[src/rtl/shifter_arbiter.sv]
// Shares one 32-bit logical-right shifter among NUM_REQ requesters, one shift in flight.
// Build option SHARB_FIXED_PRIO_EN: lowest index always wins instead of round-robin.
//
// state   | meaning
// --------+-----------------------------------------------------------
// S_IDLE  | waiting for a request; arbitrate and latch operands
// S_ISSUE | shifter driven with SRL; result captured at cycle end
// S_RESP  | result held on resp_* until resp_ready
module shifter_arbiter #(
    parameter int NUM_REQ = 2,
    parameter int IDX_W   = 1
) (
    input  logic                   clk,
    input  logic                   reset,
    input  logic [NUM_REQ-1:0]     req_valid,
    output logic [NUM_REQ-1:0]     req_ready,
    input  logic [32*NUM_REQ-1:0]  req_data,
    input  logic [5*NUM_REQ-1:0]   req_shamt,
    output logic [31:0]            sh_dataA,
    output logic [4:0]             sh_dataB,
    output logic [5:0]             sh_signal,
    input  logic [31:0]            sh_dataOut,
    output logic                   resp_valid,
    output logic [IDX_W-1:0]       resp_id,
    output logic [31:0]            resp_data,
    input  logic                   resp_ready,
    output logic                   busy
);

    localparam logic [5:0] FUNCT_SRL = 6'b000010;

    typedef enum logic [1:0] {
        S_IDLE,
        S_ISSUE,
        S_RESP
    } state_t;

    state_t state, state_nxt;

    logic                 found;
    logic [IDX_W-1:0]     win;
    logic [NUM_REQ-1:0]   win_onehot;
    logic [31:0]          win_data;
    logic [4:0]           win_shamt;
    logic [IDX_W-1:0]     rr_start;

`ifdef SHARB_FIXED_PRIO_EN
    assign rr_start = '0;
`else
    logic [IDX_W-1:0] rr_ptr;

    always_ff @(posedge clk) begin
        if (reset) begin
            rr_ptr <= '0;
        end else if (state == S_RESP && resp_ready) begin
            rr_ptr <= (resp_id == IDX_W'(NUM_REQ - 1)) ? '0 : resp_id + 1'b1;
        end
    end

    assign rr_start = rr_ptr;
`endif

    // First pass covers indices at/above the start point, second pass wraps to the rest.
    always_comb begin
        found      = 1'b0;
        win        = '0;
        win_onehot = '0;
        win_data   = '0;
        win_shamt  = '0;
        for (int j = 0; j < NUM_REQ; j++) begin
            if (!found && req_valid[j] && (j >= int'(rr_start))) begin
                found      = 1'b1;
                win        = IDX_W'(j);
                win_onehot = NUM_REQ'(1) << j;
                win_data   = req_data[32*j +: 32];
                win_shamt  = req_shamt[5*j +: 5];
            end
        end
        for (int j = 0; j < NUM_REQ; j++) begin
            if (!found && req_valid[j]) begin
                found      = 1'b1;
                win        = IDX_W'(j);
                win_onehot = NUM_REQ'(1) << j;
                win_data   = req_data[32*j +: 32];
                win_shamt  = req_shamt[5*j +: 5];
            end
        end
    end

    always_ff @(posedge clk) begin
        if (reset) begin
            state <= S_IDLE;
        end else begin
            state <= state_nxt;
        end
    end

    always_comb begin
        state_nxt = state;
        case (state)
            S_IDLE:  if (found) state_nxt = S_ISSUE;
            S_ISSUE: state_nxt = S_RESP;
            S_RESP:  if (resp_ready) state_nxt = S_IDLE;
            default: state_nxt = S_IDLE;
        endcase
    end

    always_ff @(posedge clk) begin
        if (reset) begin
            req_ready  <= '0;
            sh_dataA   <= '0;
            sh_dataB   <= '0;
            resp_valid <= 1'b0;
            resp_id    <= '0;
            resp_data  <= '0;
        end else begin
            req_ready <= '0;
            case (state)
                S_IDLE: begin
                    if (found) begin
                        req_ready <= win_onehot;
                        sh_dataA  <= win_data;
                        sh_dataB  <= win_shamt;
                        resp_id   <= win;
                    end
                end
                S_ISSUE: begin
                    resp_data  <= sh_dataOut;
                    resp_valid <= 1'b1;
                end
                S_RESP: begin
                    if (resp_ready) resp_valid <= 1'b0;
                end
                default: ;
            endcase
        end
    end

    assign sh_signal = (state == S_ISSUE) ? FUNCT_SRL : 6'b000000;
    assign busy      = (state != S_IDLE);

endmodule
[config.mk]
export PLATFORM = sky130hd
export DESIGN_NAME = shifter_arbiter
export DESIGN_NICKNAME = d
export VERILOG_FILES = /design/src/rtl/shifter_arbiter.sv
export SDC_FILE = /design/constraint.sdc
export NUM_CORES = 1
export LEC_CHECK = 0
export CAP_MARGIN = 20
export CORE_MARGIN = 4
export CORE_UTILIZATION = 38
export DETAILED_ROUTE_END_ITERATION = 10
export PLACE_DENSITY = 0.88
export RECOVER_POWER = 100
export SETUP_SLACK_MARGIN = 0.2
export SLEW_MARGIN = 20
export SYNTH_ARGS = -nofsm -noshare
export SYNTH_HDL_FRONTEND = slang
export SYNTH_SLANG_ARGS = --single-unit
[constraint.sdc]
create_clock -name clk -period 1.8 [get_ports clk]
set_clock_uncertainty 0.05 [all_clocks]
set_input_delay 0.36 -clock clk [delete_from_list [all_inputs] [get_ports clk]]
set_output_delay 0.36 -clock clk [all_outputs]
set_load 0.03 [all_outputs]
== Word level (Yosys, flattened, before mapping) ==
Cells that the tools add are included.

* Bits in latches: 0
* Register bits: 76
* Output and inout bits: 80
* Memory bits (read-only): 0
* Memories kept: 0
* Memory bits (writable): 0
* Input port bits: 111

* $lt $le $gt $ge: 1
* Equal/unequal tests: 4
* Mux-type cells: 26
* Multipliers: 0
* $add $sub $neg: 1
* Shift-type cells: 0
* Div/mod/pow operators: 0
* Reductions and logical operators: 16
* Bitwise logic cells: 2

{| class="wikitable"
|+ Operator list
! operator !! number
|-
| $mux 32 || 4
|-
| $mux 5 || 4
|-
| $mux 2 || 6
|-
| $mux 1 || 10
|-
| $pmux 2 s3 || 1
|-
| $reduce_and 2->1 || 3
|-
| $logic_and 1x1->1 || 5
|-
| $ne 2x2->1 const B || 2
|-
| $reduce_bool 2->1 || 2
|-
| $reduce_or 4->1 || 1
|-
| $logic_not 1->1 || 3
|-
| $reduce_or 3->1 || 1
|-
| $eq 2x1->1 const B || 1
|-
| $eq 2x2->1 const B || 1
|-
| $logic_not 2->1 || 1
|-
| $not 1->1 || 2
|-
| $pmux 1 s2 || 1
|-
| $add 1x1->1 const B || 1
|-
| $ge 1x1->1 const A || 1
|}

== Longest topological paths before layout ==
* Depth after elaboration: 14
* Mapped depth: 6
* Depth with buffers taken out: 4

== Worst setup path after synthesis ==
No wires, ideal clock.

* Kind: reg2out
* Start: reg state[1]
* End: out sh_signal[1]
* Stages on the path, launching flop included: 6
* Arrival time: 1.066 ns
* Setup slack: 0.324 ns
* Data required time: 1.390 ns
* Path buffers: 3
* Path through: dfxtp_1 -> nand2b_1 -> clkbuf_1 -> inv_2 -> buf_2 -> buf_4

* Word-level cells in the longest chain between the ends: 2

{| class="wikitable"
|+ RTL lines
! element !! line !! source
|-
| start: declaration || 38 || <nowiki>state_t state, state_nxt;</nowiki>
|-
| start signal: assignment || 94 || <nowiki>state <= state_nxt;</nowiki>
|-
| $eq 2x1->1 || 139 || <nowiki>assign sh_signal = (state == S_ISSUE) ? FUNCT_SRL : 6'b000000;</nowiki>
|-
| $mux 2 || 139 ||
|-
| end: declaration || 21 || <nowiki>output logic [5:0] sh_signal,</nowiki>
|}

No other way between the ends.

== Worst setup path in the final report ==
* Start: in req_valid[0]
* End: reg sh_dataB[4]

* Word-level cells in the longest chain between the ends: 12
* Elaborated cells between the ends (all ways): 16
* Those cells by class: 8 x mux; 8 x reduce/logical

{| class="wikitable"
|+ RTL lines
! element !! line !! source
|-
| start: declaration || 15 || <nowiki>input logic [NUM_REQ-1:0] req_valid,</nowiki>
|-
| $logic_and 1x1->1 || 71 || <nowiki>if (!found && req_valid[j] && (j >= int'(rr_start))) begin</nowiki>
|-
| $mux 1 || 71 ||
|-
| $logic_not 1->1 || 71 ||
|-
| $logic_and 1x1->1 || 71 ||
|-
| $mux 1 || 71 ||
|-
| $logic_not 1->1 || 80 || <nowiki>if (!found && req_valid[j]) begin</nowiki>
|-
| $logic_and 1x1->1 || 80 ||
|-
| $mux 1 || 80 ||
|-
| $logic_not 1->1 || 80 ||
|-
| $logic_and 1x1->1 || 80 ||
|-
| $mux 1 || 80 ||
|-
| $reduce_and 2->1 (no source line) || n/a ||
|-
| end signal: assignment || 123 || <nowiki>sh_dataB <= win_shamt;</nowiki>
|-
| end: declaration || 20 || <nowiki>output logic [4:0] sh_dataB,</nowiki>
|}

Parallel ways exist; a longest one is shown, timed or not.
A chain may end at the register's enable or synchronous reset.

==> impl_metrics.csv <==
group,metric,value,unit
detailed_routing,dr.first_iter.drc_count,146,
critical_path,crit_type,"in -> reg",
detailed_routing,avgRoutedWirePerCell,17.0,microns
global_route,grt_util_all_layers,0.204,
flow_run,drv_cap,0,
sta,min_period,1.62,ns
sta,rsz0062_at_grt,"yes",
hold_path,holdPathStages,3,
detailed_routing,drtAntennaViolNets,0,
logic_synthesis,syn_inst,356,
detailed_routing,drt-total-wl,10.9,mm
cells_and_area,area_growth,61.9,%
sta,maxSlewViolCount,0,
global_route,antenna_found_initial,0,
logic_synthesis,syn_area,3250,sq um
power_and_ir_drop,power_density,876,nW/um^2
logic_synthesis,ys_ff_latch,76,
critical_path,worst_setup_path_end_kind,"flop",
cts,clk_pin_slew,0.08,ns
logic_synthesis,avgSynthCellArea,9.13,sq um
cts,root_buffer,"clkbuf_8",
cts,cts.sinks,76,
floorplanning,die_area,10100,sq um
cts,clk_latency,0.32,ns
sta,tightestPinTransition,0.616,ns
detailed_routing,dr.pass1.iters,4,
floorplanning,ioPinCount,191,
critical_path,cp_slowest_cell,"clkdlybuf4s50_1",
cts,cts_tree,"done",
placement,io_buffers,185,
logic_synthesis,yosys_warnings,0,
power_and_ir_drop,p_comb_frac,0.304,
cts,cts_setup_buffers,0,
placement,routabilityCongestion,0.750,
critical_path,required,1.97,ns
global_route,grt_pass1_wl,16.5,mm
power_and_ir_drop,irDropWorstVdd,0.000375,V
critical_path,crit_chain,"clkdlybuf4s50_1 > buf_4 > a21boi_4 > buf_12 > a32oi_1 > a211oi_1",
sta,max_freq,617,MHz
critical_path,start_kind,"input pin",
power_and_ir_drop,share_seq_of_total_power,0.417,
floorplanning,die_width,100,microns
critical_path,path_depth,6,
floorplanning,initial_utilization,0.394,
detailed_routing,drc_errors,0,
critical_path,cp_num_buf_inv,3,
sta,final_hold_viol_count,0,
global_route,grt-ovfl-total,0,
logic_synthesis,ys_seq_area_frac,0.468,
sta,setup_tns,0,ns
logic_synthesis,yosysTopAreaCell,"dfxtp_1",
cells_and_area,finish.utilization,0.637,
detailed_routing,via_per_inst,5.29,
sta,setup_viol,0,
cts,numCtsBuffers,9,
placement,place.detailed.hpwl,8.18,mm
detailed_routing,num_vias,3394,
critical_path,r2r_cells,6,
global_route,grt_max_degree,44,
critical_path,cp_max_fo,32,
cts,cts.htree.levels,3,
power_and_ir_drop,p_sw,1490,uW
logic_synthesis,yosysTopAreaCellShare,0.468,
outcome,status,"finished, final reports clean",
cells_and_area,nets,641,
critical_path,cp_top_family,"buffers and inverters",
critical_path,crit_arrival,1.79,ns
power_and_ir_drop,power.leakage,0.00217,uW
global_route,grt_pass1_vias,3473,
logic_synthesis,ys_types,28,
sta,finalCritPeriodShare,0.900,
power_and_ir_drop,power_frac_clock,0.279,
sta,slew_headroom,0.589,
floorplanning,rows,33,
cells_and_area,drive_gt1_frac,0.0991,
floorplanning,die_y,100,microns
logic_synthesis,synth_area_leaders,"dfxtp_1, a211oi_2, a21oi_1",
floorplanning,fp.coreArea,8260,sq um
critical_path,slowest_delay,0.50,ns
power_and_ir_drop,switching_share,0.323,
cts,max-clock-path-buffers,2,
power_and_ir_drop,p_int,3120,uW
hold_path,min_path_type,"in -> reg",
[registers in the layout (all words and copies together), names as in the netlist]
signal and flops:
rr_ptr 1, sh_dataA 32, req_ready 2, resp_valid 1
sh_dataB 5, resp_data 32, state 2, resp_id 1
[cell families after synthesis]
kind of cell,count (synthesis),synth area share
AOI/OAI and AO/OA,148,0.347
muxes,1,0.00308
buffers and inverters,49,0.0785
other,1,0.00115
and+or+nand+nor,81,0.102
DFF,76,0.468
[worst reg2reg max path, delay by kind of cell (launching register included)]
family                 cells  cell delay [ns]
AO/OA/AOI/OAI              1             0.27
flip-flops                 1             0.33
AND/OR/NAND/NOR            2             0.27
buffers and inverters      3             0.48
[per-stage QoR]
step / worst slack, ns / hold slack, ns / instances / area [sq um] / power [uW]
after global routing: 0.106 / 0.381 / 640 / 5260 / 4850
final: 0.179 / 0.392 / 641 / 5260 / 4610
after detailed placement: -0.0860 / 0.398 / 624 / 5250 / 3530
after global placement: -0.0232 / 0.392 / 624 / 5250 / 3480
after CTS: 0.0282 / 0.390 / 640 / 5360 / 4720
after floorplan: 0.324 / 0.428 / 360 / 3270 / 2810
[Yosys cell counts (all sizes together)]
cell type / n
nand2b: 2
conb: 1
dfxtp: 76
or2: 1
a21o: 1
nor2: 3
a21boi: 1
mux2i: 1
inv: 3
a211oi: 37
nand3b: 1
nor3b: 1
or3b: 1
nor2b: 1
a32oi: 37
nand3: 1
clkbuf: 17
nor3: 2
buf: 29
a21oi: 72
nand2: 67
and2: 1
[area by class of cell]
class	instances	area, sq um
timing repair buffer	205	1970
multi-input combinational	235	1410
antenna	1	2.50
sequential	76	1520
clock inverter	2	15.0
tap	105	131
fill	724	3000
clock buffer	14	193
inverter	3	11.3
[path summary, 6_finish.rpt]
| path | from | slack (ns) | endpoint |
|---|---|---|---|
| worst max-delay path | req_valid[0] | 0.18 | sh_dataB[4] |
| worst min-delay path | reset | 0.39 | sh_dataA[4] |
| worst max register to register | state[1] | 0.29 | sh_dataB[4] |
| worst min register to register | resp_data[20] | 0.41 | resp_data[20] |
[layer usage]
| metal | track usage | part of all wire |
|---|---|---|
| met5 | 0 | 0 |
| met4 | 0.0777 | 0.020 |
| met3 | 0.0464 | 0.067 |
| met2 | 0.378 | 0.53 |
| met1 | 0.224 | 0.39 |
[layout by cell type (no fill, tap or decap), types with 5 or more instances in the layout]
master / count
a32oi_1: 37
a211oi_2: 11
buf_12: 6
a21oi_1: 72
conb_1: 5
dlygate4sd2_1: 73
clkdlybuf4s50_1: 108
dfxtp_1: 75
nand2_1: 67
buf_4: 13
a211oi_1: 26
clkbuf_8: 14
[power by group through the flow]
stage	clock network, uW	logic, uW	registers (uW)
after global routing	1410	1490	1940
after CTS	1340	1460	1920
after detailed placement	0	1560	1960
after floorplan	0	552	2260
after global placement	0	1530	1960
final	1290	1400	1920
[repair_timing]
item	in CTS	in global routing
setup endpoints to repair	79	4
gates resized for setup	80	3
hold buffers	0	0
No activity file was read; power rests on OpenSTA's default activity.
